--- config.mk ---
export PLATFORM = sky130hd
export DESIGN_NAME = seq_shift_add_mult
export DESIGN_NICKNAME = d
export VERILOG_FILES = /design/src/rtl/seq_shift_add_mult.sv
export SDC_FILE = /design/constraint.sdc
export NUM_CORES = 1
export LEC_CHECK = 0
export ABC_AREA = 0
export CAP_MARGIN = 20
export CORE_AREA = 8 8 166 168
export CTS_CLUSTER_DIAMETER = 80
export DETAILED_ROUTE_END_ITERATION = 12
export DIE_AREA = 0 0 174 176
export GPL_TIMING_DRIVEN = 0
export HOLD_SLACK_MARGIN = 0.05
export PLACE_DENSITY = 0.66
export RECOVER_POWER = 100
export SYNTH_ARGS = -nofsm -noshare
export SYNTH_HDL_FRONTEND = slang
export SYNTH_SLANG_ARGS = --single-unit
--- constraint.sdc ---
create_clock -name clk -period 3.7 [get_ports clk]
set_input_delay 0.37 -clock clk [delete_from_list [all_inputs] [get_ports clk]]
set_output_delay 0.37 -clock clk [all_outputs]
set_load 0.01 [all_outputs]
--- src/rtl/seq_shift_add_mult.sv ---
// seq_shift_add_mult: multi-cycle shift-add multiplier with start/busy/done/ack handshake,
// operating on magnitudes and applying the sign once at the end.
module seq_shift_add_mult #(
    parameter int WIDTH     = 32,
    parameter bit SIGNED_EN = 1'b1
) (
    input  logic               clk,
    input  logic               rst,
    input  logic               start,
    input  logic               signed_mode,
    input  logic [WIDTH-1:0]   a,
    input  logic [WIDTH-1:0]   b,
    input  logic               ack,
    output logic               busy,
    output logic               done,
    output logic [2*WIDTH-1:0] product
);
    localparam int CW = $clog2(WIDTH + 1);

    typedef enum logic [1:0] {IDLE, CALC, FIX, DONE} state_t;

    state_t             state, state_nx;
    logic               neg;
    logic               sgn;
    logic               last;
    logic [WIDTH-1:0]   mcand;
    logic [WIDTH-1:0]   a_mag;
    logic [WIDTH-1:0]   b_mag;
    logic [WIDTH:0]     sum;
    logic [2*WIDTH-1:0] preg;
    logic [CW-1:0]      cnt;

    assign sgn   = SIGNED_EN & signed_mode;
    assign a_mag = (sgn && a[WIDTH-1]) ? -a : a;
    assign b_mag = (sgn && b[WIDTH-1]) ? -b : b;
    // carry out of the upper half is kept and shifted back in
    assign sum   = {1'b0, preg[2*WIDTH-1:WIDTH]} + (preg[0] ? {1'b0, mcand} : '0);
    assign last  = cnt == CW'(WIDTH - 1);

    always_ff @(posedge clk or negedge rst) begin
        if (!rst) state <= IDLE;
        else      state <= state_nx;
    end

    always_comb begin
        state_nx = state;
        busy     = (state == CALC) || (state == FIX);
        done     = state == DONE;
        unique case (state)
            IDLE: state_nx = start ? CALC : IDLE;
            CALC: state_nx = last ? FIX : CALC;
            FIX:  state_nx = DONE;
            DONE: state_nx = ack ? IDLE : DONE;
        endcase
    end

    always_ff @(posedge clk or negedge rst) begin
        if (!rst) begin
            neg     <= 1'b0;
            mcand   <= '0;
            preg    <= '0;
            cnt     <= '0;
            product <= '0;
        end else begin
            unique case (state)
                IDLE: if (start) begin
                    neg   <= sgn & (a[WIDTH-1] ^ b[WIDTH-1]);
                    mcand <= a_mag;
                    preg  <= {{WIDTH{1'b0}}, b_mag};
                    cnt   <= '0;
                end
                CALC: begin
                    preg <= {sum, preg[WIDTH-1:1]};
                    cnt  <= cnt + 1'b1;
                end
                FIX:  product <= neg ? -preg : preg;
                DONE: ;
            endcase
        end
    end
endmodule
# After elaboration in Yosys (flattened, before gate mapping)
# Cells that the tools add are included.
# totals
regBits	169
in_bits	69
out_inout_bits	66
wordCells	37
# classes
n_addsub	5
n_eq_ne	5
mux	12
n_bitwise	2
n_reduce_logical	7
# ops
op	count
$mux 64	2
$pmux 64 s2	1
$mux 32	3
$neg 32->32	2
$neg 64->64	1
$add 32x32->33	1
$pmux 6 s2	1
$pmux 2 s4	1
$add 6x1->6 const B	1
$eq 6x5->1 const B	1
$mux 6	1
$eq 2x2->1 const B	2
$mux 2	2
$reduce_and 2->1	2
$eq 2x1->1 const B	1
$logic_and 1x1->1	2
$logic_not 2->1	1
$ne 2x2->1 const B	1
$reduce_bool 2->1	1
$and 1x1->1	1
$logic_or 1x1->1	1
$mux 1	1
$xor 1x1->1	1

# Longest topological paths before layout
# Gate-level depths: netlist of the first run.
# logic_depth
depth_word	4
mapped_depth	13
ltp_nobuf	11

# Worst setup path before layout of the first run
# OpenSTA, ideal clock, no wires.
# synth_path
path_kind	reg2reg
start	reg preg[0]
end	reg preg[51]
setup_ns	0.133
arrival_time_ns	2.727
required_time_ns	3.567
path_slack_ns	0.840
stages_incl_launch_ff	14
n_path_buf	2
synth_period_minus_slack_ns	2.860
cell_sequence	dfrtp_1 -> clkbuf_1 -> clkbuf_1 -> and2_1 -> ha_1 -> inv_1 -> fa_1 -> nor2b_1 -> o2111ai_1 -> nand3b_1 -> a22oi_1 -> o311ai_0 -> xnor2_1 -> o21ai_0
# synth_via
elab_chain_len	3
# synth_rtl
item	line	source
start: declaration	30	logic [2*WIDTH-1:0] preg;
start signal: assignment	69	preg <= {{WIDTH{1'b0}}, b_mag};
start signal: assignment	73	preg <= {sum, preg[WIDTH-1:1]};
$mux 32	37	assign sum = {1'b0, preg[2*WIDTH-1:WIDTH]} + (preg[0] ? {1'b0, mcand} : '0);
$add 32x32->33	37	
$pmux 64 s2	65	unique case (state)
# No other way between the ends.
# A chain may end at the register's enable or synchronous reset.

# Worst setup path after layout of the first run
# layout_path
start	reg preg[0]
end	reg preg[63]
# Same word-level chain as after synthesis.

==> metrics.txt, run 1 <==
status=complete, but fails checks; failing checks=capacitance limit, slew limit; peak supply drop=395 µV; Leak=5.45 nW; crit path max-delay cell type=dfrtp_2; DR vias=10300; initial antenna violation count=0; critical-path cell list=clkbuf_1 -> and2_1 -> ha_1 -> inv_1 -> fa_1 -> nor2b_1 -> o2111ai_1 -> nand3b_1 -> a22oi_2 -> o31ai_1 -> nand4b_1 -> a31oi_1; Initial DRT Pass Iterations=7; Max Clock Skew=14.4 ps; WS Path Type=register to register; startpoint types=register; slew at the pin closest to its max-slew limit=1760 ps; switch share=46.9%; register area share after synthesis=38.2%; RSZ-0062 raised after global routing=no; Die Wd=174 µm; Post-synth EDFFs=0; via count of the first global-routing pass=10000; total CTS buffers=17; cell-internal power=5.27 mW; post-synth cell types=66; Cell Pwr Density=740 mW/mm²; Max Buffers Root-to-Sink=2; P&R area growth vs syn=21.3%; Synth area leaders=dfrtp_1, xor2_1, a21oi_1, o21ai_0, nor2_1; Main synth FF type=dfrtp_1; total power=9.93 mW; setup tns final=0 ps; final estimated routing congestion in global placement=0.925; die outline height=176 µm; Required @ worst endpoint=4050 ps; Final setup viols=0; routed wire length=34900 µm; CP arrival=3850 ps; register share of total power=32.8%; WP buf/inv=2; layout cell share with drive strength beyond 1=3.74%; post-synthesis instance area=0.0111 mm²; final net count=1593; placed cells=1794; grt ovf=0; Highest Clock Rate=285 MHz; Core ar.=0.0248 mm²; Slew HR=-17.3%; Final Cycle Share=94.8%; Worst Hold Launch=mcand[18]$_DFFE_PN0P_; Fin Hold WS=474 ps; Post-Syn Instances=1329; initial drt markers=824; post-route ant nets=0; H-tree Lvls=4; Worst path max stage delay=520 ps; switching power total=4.65 mW; CTS Sinks=169; fin cells=1826; DRC Markers=0; Synthesis Warnings=0; die area=0.0306 mm²; area leader, netlist=dfrtp_1; crit path max fanout=11; Max-Cap Viols=1; Top delay family on crit path=compound AO/OA/AOI/OAI gates; # IOs=135; minimum clock period=3510 ps; # diodes=0; row cnt=58; syn_area_per_cell=8.32 µm²; Slew Limit Fails=70; WL/cell=19.1 µm; Reg clk slew, reported paths=70 ps; insertion delay to the later sink of the worst-skew pair=440 ps; Reg-to-Reg Start=preg[0]$_DFFE_PN0P_; final hold violations=0; Async SR Flop Fraction=100%; Synth top area share=38.2%; Crit. End Element=register; worst setup path startpoint=preg[0]$_DFFE_PN0P_; Root Driver=clkbuf_16; Hold Path Class=register to register; Via density=5.66; Port-buffer cells=134; hpwl dp=27500 µm; CTS tree=yes; Yosys reg bits=169; Comb pwr share=49.1%; Syn Nets=1439; count leader, synth=dfrtp_1; pin count of the biggest net entering global routing=101; Starting Density=44.6%; Clk pwr share=18.1%; gr usage total=22.4%; synth cell count leaders=dfrtp_1, a21oi_1, nor2_1; first-pass GRT wire length=55500 µm
==> sequential cells by signal, indices dropped and copies added (netlist names) <==
signal / flops
neg: 1
preg: 64
product: 64
mcand: 32
cnt: 6
state: 2
==> stage by stage <==
stage                     util (%)  setup slack, ps  cell area [µm²]
after global placement        51.6            -4740            12800
after detailed placement      51.8             -148            12800
after CTS                     54.2             16.0            13400
after floorplan                  -              840            11100
final                         54.1              194            13400
after global routing          54.1             30.1            13400
==> power by group through the flow <==
stage	Clock [mW]	Combinational [mW]	Sequential, mW
final	1.80	4.88	3.25
after global routing	1.90	5.41	3.34
after global placement	0	4.88	3.23
after CTS	1.82	4.93	3.23
after detailed placement	0	4.92	3.25
after floorplan	0	3.22	3.07
==> cells by family after synthesis <==
| group | after synthesis | synth area share [%] |
|---|---|---|
| flip-flops | 169 | 38.2 |
| XOR/XNOR | 150 | 11.9 |
| buffers and inverters | 98 | 3.39 |
| multiplexers | 6 | 0.600 |
| AO/OA/AOI/OAI | 402 | 21.1 |
| adder cells (fa/ha/maj) | 41 | 4.71 |
| AND/OR/NAND/NOR | 463 | 20.1 |
==> per-layer routing <==
layer | GRT usage [%] | share of wire [%] | vias up | wire length (µm)
met5 | 0 | 0 | - | 0
met3 | 4.53 | 7.3 | 40 | 2540
met1 | 31.6 | 47 | 4904 | 16300
met2 | 34.2 | 44 | 358 | 15500
li1 | - | - | 5027 | -
met4 | 6.95 | 1.8 | 0 | 636
==> final cells by class <==
| cell class | count | area, µm² |
|---|---|---|
| Tap cell | 330 | 413 |
| Clock buffer | 18 | 439 |
| Inverter | 24 | 90.1 |
| Sequential cell | 169 | 4230 |
| Buffer | 73 | 274 |
| Fill cell | 2440 | 11400 |
| Multi-Input combinational cell | 1062 | 6450 |
| Clock inverter | 14 | 151 |
| Timing Repair Buffer | 136 | 1370 |
==> timing repair <==
item                       in CTS  in global routing
setup buffers                   0                  0
hold buffers                    1                  0
setup endpoints to repair       4                  7
gates resized for setup         0                  3
hold endpoints to repair       69                  0
==> worst paths after layout <==
check,end,slack (ps),cells past startpoint
worst max-delay path,preg[63]$_DFFE_PN0P_,190,12
worst max register to register,preg[63]$_DFFE_PN0P_,190,12
worst min register to register,mcand[18]$_DFFE_PN0P_,470,2
worst min-delay path,mcand[18]$_DFFE_PN0P_,470,2
max in group asynchronous,preg[0]$_DFFE_PN0P_,1520,3
min in group asynchronous,mcand[19]$_DFFE_PN0P_,920,2
==> layout by cell type (no fill, tap or decap), types with 7 or more instances in the layout <==
master,n
nand4_1,15
inv_1,23
o41ai_1,14
o21a_1,8
or2_2,10
and2_1,34
or3_1,23
or4_1,8
nor2b_1,7
nand3_1,16
ha_1,40
dfrtp_1,168
clkbuf_1,70
clkdlybuf4s50_1,65
dlygate4sd3_1,69
a21oi_1,158
nor4_1,15
nor2_1,143
o21ai_0,121
xor2_1,93
clkbuf_16,17
nor3_1,27
o22ai_1,31
o31ai_1,26
xnor2_1,57
nand2_1,139
==> worst reg2reg max path: stages (launching register included) <==
cell and delay (ps):
dfrtp_2 520, clkbuf_1 330, and2_1 230, ha_1 210
inv_1 70, fa_1 400, nor2b_1 190, o2111ai_1 170
nand3b_1 240, a22oi_2 170, o31ai_1 440, nand4b_1 230
a31oi_1 240
No activity file was read; power rests on OpenSTA's default activity.
==> run 2, diff against run 1 <==
--- a/config.mk
+++ b/config.mk
@@ -15,6 +15,7 @@
 export HOLD_SLACK_MARGIN = 0.05
 export PLACE_DENSITY = 0.66
 export RECOVER_POWER = 100
+export SKIP_CTS_REPAIR_TIMING = 1
 export SYNTH_ARGS = -nofsm -noshare
 export SYNTH_HDL_FRONTEND = slang
 export SYNTH_SLANG_ARGS = --single-unit
==> metrics.txt, run 2 (synthesis gave the netlist of run 1 again) <==
peak supply drop=398 µV; startpoint types=register; Worst path max stage delay=510 ps; layout cell share with drive strength beyond 1=3.74%; Slew HR=-17.2%; pre-CTS WS=-148 ps; DRC Markers=0; routed wire length=34900 µm; RSZ-0062 raised after global routing=no; CTS tree=yes; Final WS setup=248 ps; Met3 Routed Length=2390 µm; failing checks=capacitance limit, slew limit; Slew Limit Fails=70; final hold violations=0; insertion delay to the later sink of the worst-skew pair=440 ps; DR vias=10400; Final Cycle Share=93.3%; first-pass GRT wire length=55500 µm; switch share=46.9%; Initial DRT Pass Iterations=6; largest registers=preg: 64 flops, product: 64 flops, mcand: 32 flops; Max Buffers Root-to-Sink=2; via count of the first global-routing pass=10000; final net count=1593; Max Clock Skew=14.7 ps; crit path max fanout=11; Via density=5.67; switching power total=4.66 mW; Port-buffer cells=134; Starting Density=44.6%; Highest Clock Rate=290 MHz; gr usage total=22.4%; commonest non-fill, non-tap cell in the layout=dfrtp_1; # diodes=0; final estimated routing congestion in global placement=0.925; register share of total power=32.8%; die outline height=176 µm; Root Driver=clkbuf_16; total CTS buffers=17; status=complete, but fails checks; Leak=5.45 nW; DR WL met2=15500 µm; Cell Pwr Density=740 mW/mm²; r2r setup slk=250 ps; Core ar.=0.0248 mm²; Hold Path Class=register to register; Filler cells=2440; Die Wd=174 µm; minimum clock period=3450 ps; initial antenna violation count=0; fin cells=1826; hpwl dp=27500 µm; initial drt markers=844; grt ovf=0; Clk pwr share=18.1%; placed cells=1794; Core Util, Final=54.1%; Reg clk slew, reported paths=70 ps; Highest Signal Layer=met4; # IOs=135; WL/cell=19.1 µm; CP arrival=3800 ps; Final setup viols=0; H-tree Lvls=4; die area=0.0306 mm²; P&R area growth vs syn=21.3%; WS Path Type=register to register; cell-internal power=5.27 mW; most frequent cells in the layout=dfrtp_1, a21oi_1, nor2_1; met1 wire length=16400 µm; CTS Sinks=169; Required @ worst endpoint=4050 ps; Comb pwr share=49.2%; crit path max-delay cell type=dfrtp_2; critical-path cell list=clkbuf_1 -> and2_1 -> ha_1 -> inv_1 -> fa_1 -> nor2b_1 -> o2111ai_1 -> nand3b_1 -> a22oi_2 -> o31ai_1 -> nand4b_1 -> a31oi_1; row cnt=58; Max-Cap Viols=1; Crit. End Element=register; post-route ant nets=0; pin count of the biggest net entering global routing=101; slew at the pin closest to its max-slew limit=1760 ps
## run 2: cell counts in the layout (fill, tap and decap cells not counted)
No cell type changed its count.
## run 2: area by class of cell
| type | instances | area, µm² | share of cell area (%) |
|---|---|---|---|
| well taps | 330 | 413 | 3.08 |
| flip-flops and latches | 169 | 4230 | 31.5 |
| multi-input cells | 1062 | 6450 | 48.0 |
| inverters | 24 | 90.1 | 0.671 |
| clock inverters | 14 | 151 | 1.13 |
| plain buffers | 73 | 274 | 2.04 |
| clock buffers | 18 | 439 | 3.27 |
| repair buffers | 136 | 1370 | 10.2 |
## run 2: per-layer routing
metal / up-vias / track usage (%)
li1: 5036 / -
met1: 4957 / 31.6
met2: 327 / 34.2
met3: 39 / 4.53
met4: 0 / 6.98
met5: - / 0
## run 2: final timing paths
| path | end | from | cells past startpoint |
|---|---|---|---|
| worst max-delay path | preg[63]$_DFFE_PN0P_ | preg[0]$_DFFE_PN0P_ | 12 |
| worst min-delay path | mcand[18]$_DFFE_PN0P_ | mcand[18]$_DFFE_PN0P_ | 2 |
| worst max register to register | preg[63]$_DFFE_PN0P_ | preg[0]$_DFFE_PN0P_ | 12 |
| worst min register to register | mcand[18]$_DFFE_PN0P_ | mcand[18]$_DFFE_PN0P_ | 2 |
| max in group asynchronous | preg[0]$_DFFE_PN0P_ | rst | 3 |
| min in group asynchronous | mcand[19]$_DFFE_PN0P_ | rst | 2 |
## run 2: stage by stage
| stage | setup TNS, ps | hold slack [ps] | instance area, µm² | power, mW |
|---|---|---|---|---|
| 6_report | 0 | 474 | 13400 | 9.93 |
| 5_1_grt | 0 | 498 | 13400 | 10.6 |
| 4_1_cts | -473 | -114 | 13400 | 9.99 |
| 3_5_place_dp | -350 | 356 | 12800 | 8.17 |
| 3_3_place_gp | -798360 | 456 | 12800 | 8.11 |
| 2_1_floorplan | 0 | 74.4 | 11100 | 6.29 |
## run 2: power by group through the flow
stage / Combinational (mW) / Clock [mW] / Sequential (mW)
floorplan: 3.22 / 0 / 3.07
global route: 5.40 / 1.90 / 3.34
detailed placement: 4.92 / 0 / 3.25
CTS: 4.95 / 1.82 / 3.22
finish: 4.88 / 1.79 / 3.25
global placement: 4.88 / 0 / 3.23
## run 2: worst max-delay path: cells and delay by family, from the launching register on
kind	cells	cell delay [ps]
buffers and inverters	2	380
adders and majority gates	2	590
DFF	1	510
and+or+nand+nor	4	870
AOI/OAI and AO/OA	4	1000
==> run 3, diff against run 2 <==
--- a/config.mk
+++ b/config.mk
@@ -7,10 +7,10 @@
 export LEC_CHECK = 0
 export ABC_AREA = 0
 export CAP_MARGIN = 20
-export CORE_AREA = 8 8 166 168
+export CORE_AREA = 2 2 160 162
 export CTS_CLUSTER_DIAMETER = 80
 export DETAILED_ROUTE_END_ITERATION = 12
-export DIE_AREA = 0 0 174 176
+export DIE_AREA = 0 0 162 164
 export GPL_TIMING_DRIVEN = 0
 export HOLD_SLACK_MARGIN = 0.05
 export PLACE_DENSITY = 0.66
==> metrics.txt, run 3 (synthesis gave the netlist of run 1 again) <==
status=complete, but fails checks; failing checks=capacitance limit, slew limit; WS Path Type=register to register; GR Layer Usage met1=37.2%; P&R area growth vs syn=21.3%; Required @ worst endpoint=4020 ps; H-tree Lvls=4; first-pass GRT wire length=54400 µm; worst r2r path cells=12; CTS tree=yes; WL/cell=18.5 µm; Max Buffers Root-to-Sink=2; Die Wd=162 µm; Leak=5.43 nW; Root Driver=clkbuf_16; die outline height=164 µm; Highest Clock Rate=288 MHz; Core ar.=0.0248 mm²; die area=0.0266 mm²; Slew Limit Fails=72; row cnt=58; # IOs=135; gr usage total=26.0%; Core Util, Final=54.1%; worst flop-to-flop path endpoint=preg[57]$_DFFE_PN0P_; Slew HR=-21.7%; via count of the first global-routing pass=10100; post-placement cell area=0.0128 mm²; Reg clk slew, reported paths=70 ps; Hold Path Stages=2; CTS Sinks=169; slew at the pin closest to its max-slew limit=1830 ps; hpwl dp=26400 µm; routed wire length=33800 µm; minimum clock period=3470 ps; Worst Hold Launch=mcand[16]$_DFFE_PN0P_; Filler cells=2393; Reg-to-Reg Start=preg[0]$_DFFE_PN0P_; setup tns final=0 ps; commonest non-fill, non-tap cell in the layout=dfrtp_1; most frequent cells in the layout=dfrtp_1, a21oi_1, nor2_1; Fin Hold WS=477 ps; startpoint types=register; layout cell share with drive strength beyond 1=3.88%; initial antenna violation count=0; Max Clock Skew=17.6 ps; final hold violations=0; GRT met3 Usage=4.09%; grt ovf=0; Max-Cap Viols=1; busiest layer in global routing=met2; fin area=0.0134 mm²; Port-buffer cells=134; Final Cycle Share=93.8%; Seq. cell area=0.00423 mm²; Cell Pwr Density=737 mW/mm²; largest registers=preg: 64 flops, product: 64 flops, mcand: 32 flops; fin cells=1826; Initial DRT Pass Iterations=5; Multi-input gate area=0.00644 mm²; Crit. End Element=register; insertion delay to the later sink of the worst-skew pair=450 ps; # diodes=0; Starting Density=44.6%; total CTS buffers=17; RSZ-0062 raised after global routing=no; Hold EP=mcand[16]$_DFFE_PN0P_; r2r setup slk=230 ps; final estimated routing congestion in global placement=0.935; Final setup viols=0; initial drt markers=904; CP arrival=3790 ps; final net count=1593; DR vias=10400; placed cells=1794; Hold Path Class=register to register; met2 Track Usage GR=40.7%; post-route ant nets=0; crit path max fanout=11; DRC Markers=0; peak supply drop=381 µV; Via density=5.67; pin count of the biggest net entering global routing=99
-- run 3: cell types whose count changed in the layout (fill, tap and decap cells not counted), sizes merged --
cell,delta
inv,-1
buf,+1
clkbuf,-2
clkinvlp,+2
-- run 3: worst max-delay path by stage --
stage | cells past startpoint | start | to
after floorplan | 13 | preg[0]$_DFFE_PN0P_ | preg[51]$_DFFE_PN0P_
after global placement | 1 | rst | product[21]$_DFFE_PN0N_
after detailed placement | 13 | preg[0]$_DFFE_PN0P_ | preg[51]$_DFFE_PN0P_
after CTS | 13 | preg[0]$_DFFE_PN0P_ | preg[51]$_DFFE_PN0P_
after global routing | 12 | preg[0]$_DFFE_PN0P_ | preg[57]$_DFFE_PN0P_
final | 12 | preg[0]$_DFFE_PN0P_ | preg[57]$_DFFE_PN0P_
-- run 3: worst max-delay path, stage by stage, from the launching register on --
cell and delay (ps):
dfrtp_2 530, clkbuf_1 370, and2_0 190, ha_1 190, inv_1 60, fa_1 400, nor2b_1 190, o2111ai_1 160
a21bo_2 240, a21oi_1 350, a21oi_1 300, a21oi_1 240, o211ai_1 110
-- run 3: power by group --
group          switching [mW]  internal, mW  total (mW)
clock                   0.879         0.898        1.78
sequential              0.784          2.51        3.29
combinational            2.98          1.85        4.82
total                    4.64          5.25        9.89
-- run 3: through the flow --
step | setup WS (ps) | power, mW
global route | 7.21 | 10.6
global placement | -4860 | 8.05
detailed placement | -93.0 | 8.13
finish | 229 | 9.89
floorplan | 840 | 6.29
CTS | -113 | 9.92
-- run 3: layout make-up --
cell class / count / area share (%)
sequential: 169 / 31.5
timing repair buffer: 136 / 10.2
tap: 330 / 3.08
clock buffer: 17 / 3.17
multi-input combinational: 1062 / 48.0
clock inverter: 15 / 1.18
buffer: 73 / 2.10
inverter: 24 / 0.672
-- run 3: per-layer routing --
metal | wire length [µm] | share of wire, %
met5 | 0 | 0
met3 | 2320 | 6.9
met2 | 15200 | 45
met4 | 668 | 2.0
met1 | 15600 | 46
